==> config.mk <==
export PLATFORM = sky130hd
export DESIGN_NAME = cram_ld_ctl
export DESIGN_NICKNAME = d
export VERILOG_FILES = /design/src/rtl/cram_ld_ctl.sv
export SDC_FILE = /design/constraint.sdc
export NUM_CORES = 1
export LEC_CHECK = 0
export BUFFER_PORTS_ARGS = -buffer_cell sky130_fd_sc_hd__clkbuf_2
export CAP_MARGIN = 20
export CORE_ASPECT_RATIO = 0.75
export CORE_MARGIN = 2
export CORE_UTILIZATION = 35
export CTS_BUF_LIST = sky130_fd_sc_hd__clkbuf_4 sky130_fd_sc_hd__clkbuf_8
export CTS_CLUSTER_SIZE = 40
export DETAILED_ROUTE_END_ITERATION = 8
export GPL_TIMING_DRIVEN = 0
export PLACE_DENSITY = 0.66
export SLEW_MARGIN = 10
export SYNTH_ARGS = -nofsm -noshare
export SYNTH_HDL_FRONTEND = slang
export SYNTH_SLANG_ARGS = --single-unit
export TNS_END_PERCENT = 20
==> constraint.sdc <==
create_clock -name CLK -period 2.6 [get_ports CLK]
set_input_delay 0.52 -clock CLK [delete_from_list [all_inputs] [get_ports CLK]]
set_output_delay 0.52 -clock CLK [all_outputs]
set_load 0.005 [all_outputs]
==> src/rtl/cram_ld_ctl.sv <==
// cram_ld_ctl: owns the 2K x 84 CRAM port, arbitrating EBOX fetch against diagnostic load/readback (optional write-verify: CRAM_WRVERIFY_EN).
// Latency with ebox_run low: write done at strobe+2 (+4 with CRAM_WRVERIFY_EN), read data and done at strobe+3.
// Backpressure: diag ops park in WAITQ while ebox_run is high; strobes arriving while not IDLE are dropped and set err.
module cram_ld_ctl #(
    parameter int AW = 11,
    parameter int DW = 84,
    parameter int CW = 21
) (
    input  logic          CLK,
    input  logic          RESETn,
    input  logic          ebox_run,
    input  logic [AW-1:0] ebox_adr,
    input  logic          diag_ld,
    input  logic [1:0]    diag_sel,
    input  logic [CW-1:0] diag_data,
    input  logic [AW-1:0] diag_adr,
    input  logic          diag_wr,
    input  logic          diag_rd,
    input  logic [DW-1:0] cram_dout,
    output logic [AW-1:0] cram_adr,
    output logic [DW-1:0] cram_din,
    output logic          cram_we,
    output logic [CW-1:0] diag_rdata,
    output logic          busy,
    output logic          done,
    output logic          err
);

    localparam logic [2:0] S_IDLE  = 3'd0;
    localparam logic [2:0] S_WAITQ = 3'd1;
    localparam logic [2:0] S_WRITE = 3'd2;
    localparam logic [2:0] S_RADR  = 3'd3;
    localparam logic [2:0] S_RDAT  = 3'd4;
    localparam logic [2:0] S_FIN   = 3'd5;
`ifdef CRAM_WRVERIFY_EN
    localparam logic [2:0] S_VADR  = 3'd6;
    localparam logic [2:0] S_VDAT  = 3'd7;
`endif

    logic [2:0]    state;
    logic [2:0]    state_nxt;
    logic          lat_wr;
    logic [AW-1:0] lat_adr;
    logic [1:0]    lat_sel;
    logic          strobe;
    logic          vfy_bad;
    logic          err_set;

    assign strobe = diag_wr | diag_rd;

`ifdef CRAM_WRVERIFY_EN
    // cram_dout here is the readback of the address presented in VADR
    assign vfy_bad = (state == S_VDAT) && (cram_dout != cram_din);
`else
    assign vfy_bad = 1'b0;
`endif

    always_comb begin
        state_nxt = state;
        case (state)
            S_IDLE: begin
                if (strobe) begin
                    if (ebox_run)     state_nxt = S_WAITQ;
                    else if (diag_wr) state_nxt = S_WRITE;
                    else              state_nxt = S_RADR;
                end
            end
            S_WAITQ: begin
                if (!ebox_run) state_nxt = lat_wr ? S_WRITE : S_RADR;
            end
`ifdef CRAM_WRVERIFY_EN
            S_WRITE: state_nxt = S_VADR;
            S_VADR:  state_nxt = S_VDAT;
            S_VDAT:  state_nxt = S_FIN;
`else
            S_WRITE: state_nxt = S_FIN;
`endif
            S_RADR:  state_nxt = S_RDAT;
            S_RDAT:  state_nxt = S_FIN;
            S_FIN:   state_nxt = S_IDLE;
            default: state_nxt = S_IDLE;
        endcase
    end

    // Collisions: simultaneous wr+rd, any strobe outside IDLE, staging during the write cycle
    assign err_set = ((state == S_IDLE) && diag_wr && diag_rd)
                   || ((state != S_IDLE) && strobe)
                   || ((state == S_WRITE) && diag_ld)
                   || vfy_bad;

    always_ff @(posedge CLK or negedge RESETn) begin
        if (!RESETn) begin
            state      <= S_IDLE;
            lat_wr     <= 1'b0;
            lat_adr    <= '0;
            lat_sel    <= '0;
            cram_din   <= '0;
            diag_rdata <= '0;
            err        <= 1'b0;
        end else begin
            state <= state_nxt;
            if ((state == S_IDLE) && strobe) begin
                lat_wr  <= diag_wr;
                lat_adr <= diag_adr;
                lat_sel <= diag_sel;
            end
            if (diag_ld && (state != S_WRITE))
                cram_din[int'(diag_sel)*CW +: CW] <= diag_data;
            if (state == S_RDAT)
                diag_rdata <= cram_dout[int'(lat_sel)*CW +: CW];
            if (err_set)
                err <= 1'b1;
        end
    end

    assign cram_adr = ((state == S_IDLE) || (state == S_WAITQ)) ? ebox_adr : lat_adr;
    assign cram_we  = (state == S_WRITE);
    assign done     = (state == S_FIN);
    assign busy     = (state != S_IDLE) && (state != S_FIN);

endmodule

==> implementation parameters, run 1 <==
Parameter                              Value

GRT
  First-pass GRT wire length ... ~26000 um
  Via count of the first global-routing pass ... a little under 5000
  Number of antenna violations at the first check in global routing ... 0
  Total global routing overflow ... 0
  Global-route usage over all layers ... 0.183
  Largest net degree at the start of global routing ... a little over 90

Clocking
  Clock slew at the register clock pins of the worst setup and hold paths ... 70 ps
  Bufs on Longest Clock Path ... 2
  H-tree depth ... 4
  CTS tree ... built
  CTS Root Cell ... sky130_fd_sc_hd__clkbuf_8
  Setup fix buffers added after clock tree synthesis ... 0
  Total CTS buffers ... 17
  Number of sinks driven by the clock tree ... about 120
  Latest clock arrival within the worst-skew pair ... 430 ps

Placement
  Final Wtd Congestion ... about 0.8
  # port buffers ... 254
  Placed Cells ... around 1000
  DPL Wire Length ... ~12000 um

Timing
  Clock Skews ... around 14 ps
  Slew margin rel. ... 0.492
  Post-route minimum period ... approximately 2400 ps
  Actual slew at the worst max-slew pin ... about 760 ps
  Final worst path period share ... 0.939
  Final number of setup-violating endpoints ... 0
  Number of max-slew violations in the final report ... 0
  Unrepaired setup endpoints after global routing ... false
  Final hold violations ... 0
  Highest attainable clock frequency ... 409 MHz

Finish
  Sequential cell area ... 3080 um^2
  Area added between synthesis and finish ... 33.3%
  Total area of multi-input combinational cells ... around 2500 um^2
  Total inserted antenna cells ... 0
  Fill cell count ... 1600
  Number of nets in the final layout ... a little under 1000
  Final cell count without fillers ... 1052
  Share of final-layout standard cells stronger than drive strength 1 ... 0.416

Drt
  Vias per inst ... between 4 and 5
  Post-detailed-route DRC marker count ... 0
  Routed wirelength normalized by instance count ... around 16 um
  WL final ... roughly 17000 um
  Antenna Nets Post-Route ... 0
  Violation count after the first detailed-route iteration ... 230
  Overall via count from detail_route ... between 4000 and 5000
  Initial DRT Pass Iterations ... 4

Synth
  Number of warning messages in the yosys log ... 0
  Share of synthesized flip-flops with an asynchronous set or reset ... 1.00
  Main area contributors after synthesis ... sky130_fd_sc_hd__dfrtp_1 (51%), sky130_fd_sc_hd__mux2i_1 (19%), sky130_fd_sc_hd__nand2_1 (6.0%)
  Flip-flop and latch count after synthesis ... between 100 and 150
  Avg Synthesized Cell Area ... 11.0 um^2
  Library cell with the highest instance count after synthesis ... sky130_fd_sc_hd__dfrtp_1
  Dominant synthesized flop cell ... sky130_fd_sc_hd__dfrtp_1
  Cell taking the most area after synthesis ... sky130_fd_sc_hd__dfrtp_1
  Part of the Yosys area used for sequential elements ... 0.507
  Number of distinct standard cells referenced by the synthesized netlist ... 35
  Instance count of the mapped netlist ... between 500 and 600
  Synthesized cell area ... around 6100 um^2
  Post-Syn Nets ... between 600 and 700
  Number of flops mapped to enable cells by yosys ... 0
  Top-area cell type share of the netlist area ... 0.507
  Top cells by count, synth ... sky130_fd_sc_hd__dfrtp_1 (123), sky130_fd_sc_hd__mux2i_1 (116), sky130_fd_sc_hd__nand2_1 (97)

Pwr
  Largest vdd supply drop ... approximately 460 uV
  Share of total power in sequential cells ... 0.387
  Post-layout total power ... ~7 mW
  Clock share of power ... 0.265
  Combinational cell fraction of total power ... 0.348
  Internal Dissipation ... roughly 4.7 mW
  Sw Ratio ... 0.319
  Power density over cell area ... around 850 nW/um^2
  Pleak ... around 4.2 nW
  P_sw ... 2.19 mW

Hold path
  Number of stages on the worst hold path ... 2
  Hold/Removal Path Class ... primary input to register

Critical path
  Kind of critical path ... register to output pin
  Worst reg2reg setup slack ... roughly 620 ps
  Crit-path max FO ... 10
  Reg2reg path depth ... 5
  Endpoint required time on the critical path ... roughly 2100 ps
  Worst Setup End Kind ... output pin
  Data arrival time at the worst-slack endpoint ... between 1500 and 2000 ps
  CP startpoint kind ... register

Floorplanning
  Total Die Area ... roughly 18000 um^2
  Core Box Area ... between 15000 and 20000 um^2
  Starting utilization of the core area ... 0.359
  Row count ... approximately 40
  Horizontal die dimension ... between 150 and 200 um
  IO Count ... between 200 and 300
  Die span in y ... 118 um

Outcome
  Result of the run ... finished, final reports clean

Flow run
  Reported max-cap violation count ... 0
==> registers in the layout, summed over array words and instances (netlist names) <==
name / flops
cram_din: 84
diag_rdata: 21
lat_adr: 11
state: 3
lat_sel: 2
err: 1
lat_wr: 1
==> metrics by stage <==
stage               hold WS (ps)  instance area, um^2  setup TNS (ps)  utilization  setup WS, ps
finish                       319                 8090               0        0.479           158
global route                 285                 8090               0        0.479          14.1
CTS                          278                 8080               0        0.479         0.531
global placement             465                 7610         -150110        0.451         -1040
floorplan                    224                 6070               0            -           470
detailed placement           440                 7650          -19780        0.453          -466
==> cell usage in the layout (no fill, tap or decap), types with 5 or more instances in the layout <==
master | synthesis | final
sky130_fd_sc_hd__clkbuf_1 | 18 | 12
sky130_fd_sc_hd__clkbuf_2 | 0 | 258
sky130_fd_sc_hd__mux2i_1 | 116 | 116
sky130_fd_sc_hd__nand2_1 | 97 | 97
sky130_fd_sc_hd__ha_1 | 5 | 5
sky130_fd_sc_hd__clkbuf_8 | 0 | 22
sky130_fd_sc_hd__mux2_4 | 10 | 10
sky130_fd_sc_hd__dfrtp_1 | 123 | 123
sky130_fd_sc_hd__buf_2 | 5 | 5
sky130_fd_sc_hd__o221ai_1 | 21 | 21
sky130_fd_sc_hd__inv_1 | 79 | 79
sky130_fd_sc_hd__mux2_2 | 25 | 25
sky130_fd_sc_hd__buf_6 | 8 | 8
sky130_fd_sc_hd__and3_1 | 15 | 15
==> cells by family after synthesis <==
| kind of cell | after synthesis | share of synthesized area |
|---|---|---|
| and+or+nand+nor | 127 | 0.0924 |
| muxes | 151 | 0.263 |
| DFF | 123 | 0.507 |
| buffers and inverters | 114 | 0.0846 |
| adders and majority gates | 5 | 0.0103 |
| AOI/OAI and AO/OA | 31 | 0.0427 |
==> power by group through the flow <==
stage | Sequential (mW) | Clock, mW | Combinational [mW]
after floorplan | 2.67 | 0 | 1.42
after global placement | 2.67 | 0 | 2.37
after detailed placement | 2.68 | 0 | 2.40
after CTS | 2.65 | 1.87 | 2.41
after global routing | 2.71 | 1.96 | 2.63
final | 2.65 | 1.81 | 2.38
==> per-layer routing <==
metal  vias up  wire [um]  track usage
met2       157       7300        0.272
met1      2384       8090        0.259
li1       2376          -            -
met4         0        229       0.0608
met5         -          0            0
met3        16       1070       0.0512
==> final timing paths <==
kind | from | to
max reg2reg | state[2]$_DFFE_PN0P_ | lat_adr[8]$_DFFE_PN0P_
min in group asynchronous | RESETn | diag_rdata[11]$_DFFE_PN0N_
max in group asynchronous | RESETn | cram_din[15]$_DFFE_PN0P_
min reg2reg | diag_rdata[13]$_DFFE_PN0N_ | diag_rdata[13]$_DFFE_PN0N_
max | state[2]$_DFFE_PN0P_ | cram_adr[8]
min | diag_adr[5] | lat_adr[5]$_DFFE_PN0P_
==> what timing repair did <==
item / 4_1_cts / 5_1_grt
setup endpoints to repair: 10 / 49
gates resized for setup: 3 / 9
hold buffers: 1 / 0
endpoints found under the hold margin: 32 / 0
==> final cells by class <==
cell class | instances | share of cell area
sequential | 123 | 0.381
multi-input combinational | 314 | 0.307
timing repair buffer | 256 | 0.163
clock buffer | 23 | 0.0376
inverter | 79 | 0.0367
tap | 215 | 0.0333
buffer | 35 | 0.0280
clock inverter | 7 | 0.0141
==> worst max-delay path, cell delays in order (launching register included) <==
cell and delay [ps]:
sky130_fd_sc_hd__dfrtp_1 380, sky130_fd_sc_hd__buf_2 180, sky130_fd_sc_hd__nor2_2 190, sky130_fd_sc_hd__clkbuf_4 270, sky130_fd_sc_hd__mux2_2 350, sky130_fd_sc_hd__clkbuf_2 120
Note: power is estimated with default switching activity, not from simulation.
==> inputs of run 2 (changes only) <==
--- a/config.mk
+++ b/config.mk
@@ -7,14 +7,16 @@
 export LEC_CHECK = 0
 export BUFFER_PORTS_ARGS = -buffer_cell sky130_fd_sc_hd__clkbuf_2
 export CAP_MARGIN = 20
+export CELL_PAD_IN_SITES_DETAIL_PLACEMENT = 1
+export CELL_PAD_IN_SITES_GLOBAL_PLACEMENT = 2
 export CORE_ASPECT_RATIO = 0.75
 export CORE_MARGIN = 2
-export CORE_UTILIZATION = 35
+export CORE_UTILIZATION = 30
 export CTS_BUF_LIST = sky130_fd_sc_hd__clkbuf_4 sky130_fd_sc_hd__clkbuf_8
 export CTS_CLUSTER_SIZE = 40
 export DETAILED_ROUTE_END_ITERATION = 8
 export GPL_TIMING_DRIVEN = 0
-export PLACE_DENSITY = 0.66
+export PLACE_DENSITY = 0.87
 export SLEW_MARGIN = 10
 export SYNTH_ARGS = -nofsm -noshare
 export SYNTH_HDL_FRONTEND = slang
==> constraint.sdc (replaced) <==
create_clock -name CLK -period 2.5 [get_ports CLK]
set_input_delay 0.5 -clock CLK [delete_from_list [all_inputs] [get_ports CLK]]
set_output_delay 0.5 -clock CLK [all_outputs]
set_load 0.005 [all_outputs]
==> implementation parameters, run 2 (same netlist as run 1, synthesis figures left out) <==
Parameter                              Value

GRT
  Global-route usage over all layers ... 0.177
  Via count of the first global-routing pass ... between 5000 and 6000
  Largest net degree at the start of global routing ... 70
  Number of antenna violations at the first check in global routing ... 0
  Total global routing overflow ... 0
  First-pass GRT wire length ... 29300 um

Pwr
  Largest vdd supply drop ... ~430 uV
  Post-layout total power ... 7.01 mW
  Power density over cell area ... 865 nW/um^2
  Pleak ... approximately 4.1 nW

Drt
  WL final ... 18600 um
  Post-detailed-route DRC marker count ... 0
  Vias per inst ... between 4 and 5
  Violation count after the first detailed-route iteration ... between 200 and 250
  Overall via count from detail_route ... 5049
  Antenna Nets Post-Route ... 0
  Initial DRT Pass Iterations ... 6
  Routed wirelength normalized by instance count ... about 17 um

Finish
  Most used cells in the layout excluding fill and tap cells ... sky130_fd_sc_hd__clkbuf_2 (258), sky130_fd_sc_hd__dfrtp_1 (123), sky130_fd_sc_hd__mux2i_1 (116)
  Number of nets in the final layout ... roughly 970
  Number of flip-flops in the largest register ... between 80 and 90
  Area added between synthesis and finish ... 33.6%
  Sequential cell area ... 3080 um^2
  Total area of multi-input combinational cells ... 2480 um^2
  Top Registers ... cram_din (84), diag_rdata (21), lat_adr (11)
  Share of final-layout standard cells stronger than drive strength 1 ... 0.417
  Register with the most flip-flops ... cram_din
  Total inserted antenna cells ... 0
  Most common cell after layout, fill and taps aside ... sky130_fd_sc_hd__clkbuf_2
  Fill cell count ... roughly 2300

Floorplanning
  Die span in y ... about 130 um
  Total Die Area ... approximately 21000 um^2
  Core Box Area ... between 20000 and 25000 um^2
  Starting utilization of the core area ... 0.303
  Horizontal die dimension ... around 170 um
  Row count ... 45
  IO Count ... 255

Hold path
  Hold/Removal Path Class ... primary input to register

Clocking
  H-tree depth ... 4
  Setup fix buffers added after clock tree synthesis ... 0
  CTS Root Cell ... sky130_fd_sc_hd__clkbuf_8
  Bufs on Longest Clock Path ... 2
  Total CTS buffers ... 17
  Clock slew at the register clock pins of the worst setup and hold paths ... around 80 ps
  Number of sinks driven by the clock tree ... between 100 and 150
  CTS tree ... built
  Latest clock arrival within the worst-skew pair ... 450 ps

Timing
  Final number of setup-violating endpoints ... 0
  Final hold violations ... 0
  Number of max-slew violations in the final report ... 0
  Slew margin rel. ... 0.468
  Actual slew at the worst max-slew pin ... slightly below 800 ps
  Smallest setup slack after layout ... approximately 150 ps
  Final worst path period share ... 0.941
  Highest attainable clock frequency ... ~420 MHz
  Clock Skews ... ~17 ps
  Unrepaired setup endpoints after global routing ... false
  Post-route minimum period ... roughly 2400 ps

Critical path
  Critical Path, Cell by Cell ... buf_2, nor2_2, buf_4, mux2_2, clkbuf_2
  Endpoint required time on the critical path ... 2000 ps
  Cell with the largest stage delay on the worst path ... sky130_fd_sc_hd__dfrtp_1
  Crit-path max FO ... 10
  Kind of critical path ... register to output pin
  Worst Setup End Kind ... output pin
  CP startpoint kind ... register
  Data arrival time at the worst-slack endpoint ... 1850 ps
  Max incr delay on CP ... 380 ps

Flow run
  Reported max-cap violation count ... 0

Placement
  # port buffers ... ~250
  Final Wtd Congestion ... approximately 0.75
  Post-placement setup slack ... -543 ps
  DPL Wire Length ... between 10000 and 15000 um

Outcome
  Result of the run ... finished, final reports clean
[run 2: cell count changes in the layout (fill, tap and decap cells not counted), sizes merged]
cell      previous run  this run
buf                 18        19
bufinv               3         1
clkbuf             295       289
clkinvlp             0         4
inv                 79        84
[run 2: layout make-up]
type	count	area share
timing repair buffer	256	0.163
clock buffer	18	0.0306
inverter	79	0.0366
buffer	35	0.0279
clock inverter	14	0.0167
tap	258	0.0398
sequential	123	0.380
multi-input combinational	314	0.306
[run 2: metal layers]
layer  vias up  global-route usage  wire length, um
li1       2381                   -                -
met1      2501               0.244             8930
met2       151               0.272             8290
met3        16              0.0561             1210
met4         0              0.0441              160
met5         -                   0                0
[run 2: what timing repair did]
item	4_1_cts	5_1_grt
resized for setup	7	3
endpoints found under the setup margin	33	66
endpoints found under the hold margin	3	0
hold buffers	1	0
cloned	0	0
[run 2: worst paths after layout]
kind	end	startpoint	slack, ps	cells past startpoint
hold / removal	lat_adr[4]$_DFFE_PN0P_	diag_adr[4]	280	2
setup reg to reg	lat_adr[7]$_DFFE_PN0P_	state[2]$_DFFE_PN0P_	500	5
hold reg to reg	err$_DFFE_PN0P_	err$_DFFE_PN0P_	490	1
max in group asynchronous	cram_din[62]$_DFFE_PN0P_	RESETn	1210	3
setup / recovery	cram_adr[7]	state[2]$_DFFE_PN0P_	150	5
min in group asynchronous	diag_rdata[3]$_DFFE_PN0N_	RESETn	570	2
[run 2: where the power goes]
part | internal, mW | leakage, nW | switching (mW)
Sequential | 2.48 | 1.61 | 0.274
Combinational | 1.26 | 2.35 | 1.26
Clock | 0.828 | 0.183 | 0.907
Total | 4.57 | 4.15 | 2.44
[run 2: worst max-delay path, delay by kind of cell, from the launching register on]
family	cells	cell delay [ps]
buf+inv	3	500
flops	1	380
mux	1	340
simple gates	1	180
[run 2: metrics by stage]
| step | cells | setup TNS (ps) | utilization | hold slack [ps] | area (um^2) |
|---|---|---|---|---|---|
| after global routing | 1097 | 0 | 0.404 | 254 | 8110 |
| final | 1097 | 0 | 0.404 | 282 | 8110 |
| after global placement | 1063 | -183200 | 0.382 | 470 | 7660 |
| after detailed placement | 1064 | -30540 | 0.384 | 473 | 7700 |
| after floorplan | 551 | 0 | - | 204 | 6070 |
| after CTS | 1097 | 0 | 0.404 | 250 | 8110 |
==> inputs of run 3 (changes only) <==
--- a/config.mk
+++ b/config.mk
@@ -10,7 +10,7 @@
 export CELL_PAD_IN_SITES_DETAIL_PLACEMENT = 1
 export CELL_PAD_IN_SITES_GLOBAL_PLACEMENT = 2
 export CORE_ASPECT_RATIO = 0.75
-export CORE_MARGIN = 2
+export CORE_MARGIN = 10
 export CORE_UTILIZATION = 30
 export CTS_BUF_LIST = sky130_fd_sc_hd__clkbuf_4 sky130_fd_sc_hd__clkbuf_8
 export CTS_CLUSTER_SIZE = 40
==> constraint.sdc (replaced) <==
create_clock -name CLK -period 2.5 [get_ports CLK]
set_input_delay 0.25 -clock CLK [delete_from_list [all_inputs] [get_ports CLK]]
set_output_delay 0.25 -clock CLK [all_outputs]
set_load 0.005 [all_outputs]
==> implementation parameters, run 3 (same netlist as run 1, synthesis figures left out) <==
Parameter                              Value

Outcome
  Result of the run ... finished, final reports clean

Critical path
  Worst Setup End Kind ... register
  Critical Path, Cell by Cell ... clkbuf_2, clkbuf_1, inv_1, ha_1, nor3b_1, clkbuf_1, nand2_1, mux2i_1
  Launch point of the critical path ... diag_sel[0]
  CP endpoint ... cram_din[20]$_DFFE_PN0P_
  Reg-to-reg critical path startpoint ... state[2]$_DFFE_PN0P_
  CP startpoint kind ... primary input
  Cell depth of the worst setup path ... 8
  Data arrival time at the worst-slack endpoint ... about 2800 ps
  Reg2reg path depth ... 5
  CP top delay family ... buffers and inverters
  Worst reg2reg setup slack ... approximately 500 ps
  Cell with the largest stage delay on the worst path ... sky130_fd_sc_hd__clkbuf_1
  Crit path buffers/inverters ... 4
  Max incr delay on CP ... 520 ps
  End of the worst register-to-register path ... lat_adr[5]$_DFFE_PN0P_
  Most prevalent standard cell on the critical path ... sky130_fd_sc_hd__clkbuf_1
  Crit-path max FO ... 11
  Kind of critical path ... primary input to register
  Endpoint required time on the critical path ... between 2000 and 3000 ps

Clocking
  Latest clock arrival within the worst-skew pair ... 440 ps
  H-tree depth ... 4
  Total CTS buffers ... 17
  Clock slew at the register clock pins of the worst setup and hold paths ... 80 ps
  Setup fix buffers added after clock tree synthesis ... 0
  CTS tree ... built
  Number of sinks driven by the clock tree ... around 120
  Bufs on Longest Clock Path ... 2
  CTS Root Cell ... sky130_fd_sc_hd__clkbuf_8

Timing
  Clock Skews ... between 10 and 15 ps
  Highest attainable clock frequency ... 413 MHz
  Slew margin rel. ... 0.481
  Final worst path period share ... 0.969
  Unrepaired setup endpoints after global routing ... true
  Smallest setup slack after layout ... between 70 and 80 ps
  Final hold violations ... 0
  Post-route minimum period ... around 2400 ps
  Accumulated negative setup slack ... 0 ps
  Number of max-slew violations in the final report ... 0
  Final number of setup-violating endpoints ... 0
  Actual slew at the worst max-slew pin ... roughly 780 ps

Finish
  Total area of multi-input combinational cells ... 2480 um^2
  Most used cells in the layout excluding fill and tap cells ... sky130_fd_sc_hd__clkbuf_2 (256), sky130_fd_sc_hd__dfrtp_1 (123), sky130_fd_sc_hd__mux2i_1 (116)
  Total inserted antenna cells ... 0
  Final cell count without fillers ... about 1100
  Area added between synthesis and finish ... 33.7%
  Register with the most flip-flops ... cram_din
  Fraction of the core area covered by cells at the end of the flow ... 0.414
  Sequential cell area ... roughly 3100 um^2
  Number of flip-flops in the largest register ... 84
  Most common cell after layout, fill and taps aside ... sky130_fd_sc_hd__clkbuf_2
  Top Registers ... cram_din (84), diag_rdata (21), lat_adr (11)
  Share of final-layout standard cells stronger than drive strength 1 ... 0.410
  Number of nets in the final layout ... 969
  Fill cell count ... approximately 2300

Drt
  Routed wirelength normalized by instance count ... 19.5 um
  Vias per inst ... between 4 and 5
  Violation count after the first detailed-route iteration ... between 200 and 250
  Overall via count from detail_route ... around 5000
  WL final ... approximately 21000 um
  Initial DRT Pass Iterations ... 4
  Post-detailed-route DRC marker count ... 0
  Antenna Nets Post-Route ... 0

Flow run
  Reported max-cap violation count ... 0

Hold path
  Number of stages on the worst hold path ... 2
  Hold/Removal Path Class ... primary input to register

Floorplanning
  Starting utilization of the core area ... 0.309
  Row count ... between 40 and 50
  Horizontal die dimension ... approximately 180 um
  Die span in y ... 143 um
  Core Box Area ... 19600 um^2
  Total Die Area ... 26400 um^2
  IO Count ... 255

GRT
  Number of antenna violations at the first check in global routing ... 0
  First-pass GRT wire length ... ~32000 um
  Via count of the first global-routing pass ... between 5000 and 6000
  Global-route usage over all layers ... 0.157
  Largest net degree at the start of global routing ... 73
  Total global routing overflow ... 0

Pwr
  Power density over cell area ... roughly 870 nW/um^2
  Pleak ... a little over 4 nW
  Post-layout total power ... 7.04 mW
  Largest vdd supply drop ... approximately 330 uV

Placement
  Post-placement setup slack ... -407 ps
  # port buffers ... roughly 250
  Final Wtd Congestion ... approximately 0.75
  Placed Cells ... between 1000 and 1500
  DPL Wire Length ... 16600 um
## run 3: layout make-up
| cell class | count | area share |
|---|---|---|
| clock inverter | 11 | 0.0119 |
| buffer | 35 | 0.0272 |
| sequential | 123 | 0.380 |
| tap | 253 | 0.0390 |
| multi-input combinational | 314 | 0.306 |
| timing repair buffer | 259 | 0.166 |
| inverter | 79 | 0.0366 |
| clock buffer | 20 | 0.0339 |
## run 3: worst min-delay path by stage
stage	startpoint	to	slack, ps
3_5_place_dp	RESETn	diag_rdata[4]$_DFFE_PN0N_	240
6_report	diag_adr[0]	lat_adr[0]$_DFFE_PN0P_	40
3_3_place_gp	err$_DFFE_PN0P_	err$_DFFE_PN0P_	460
4_1_cts	diag_adr[0]	lat_adr[0]$_DFFE_PN0P_	0.3
2_1_floorplan	RESETn	cram_din[0]$_DFFE_PN0P_	-50
5_1_grt	diag_adr[3]	lat_adr[3]$_DFFE_PN0P_	2
## run 3: worst reg2reg max path: stages, from the launching register on
cell	delay [ps]
sky130_fd_sc_hd__dfrtp_1	380
sky130_fd_sc_hd__buf_2	180
sky130_fd_sc_hd__nor3_1	380
sky130_fd_sc_hd__o21a_1	350
sky130_fd_sc_hd__buf_4	250
sky130_fd_sc_hd__mux2_2	360
## run 3: repair_timing
action | in CTS | in global routing
gates resized for setup | 1 | 4
endpoints found under the setup margin | 9 | 40
hold buffers | 3 | 1
pin swaps | 0 | 0
endpoints found under the hold margin | 53 | 1
## run 3: through the flow
stage / hold WS [ps] / area, um^2
floorplan: -45.6 / 6070
finish: 37.6 / 8110
detailed placement: 239 / 7690
CTS: 0.284 / 8100
global placement: 465 / 7650
global route: 2.27 / 8110
## run 3: power breakdown
group	switching (mW)	leakage, nW	internal, mW
clock network	0.857	0.178	0.852
registers	0.280	1.61	2.49
logic	1.31	2.35	1.26
## run 3: layer usage
| metal | up-vias | part of all wire | track usage |
|---|---|---|---|
| met2 | 132 | 0.47 | 0.248 |
| li1 | 2381 | - | - |
| met3 | 9 | 0.066 | 0.0565 |
| met4 | 0 | 0.0059 | 0.0314 |
| met5 | - | 0 | 0 |
| met1 | 2534 | 0.46 | 0.202 |
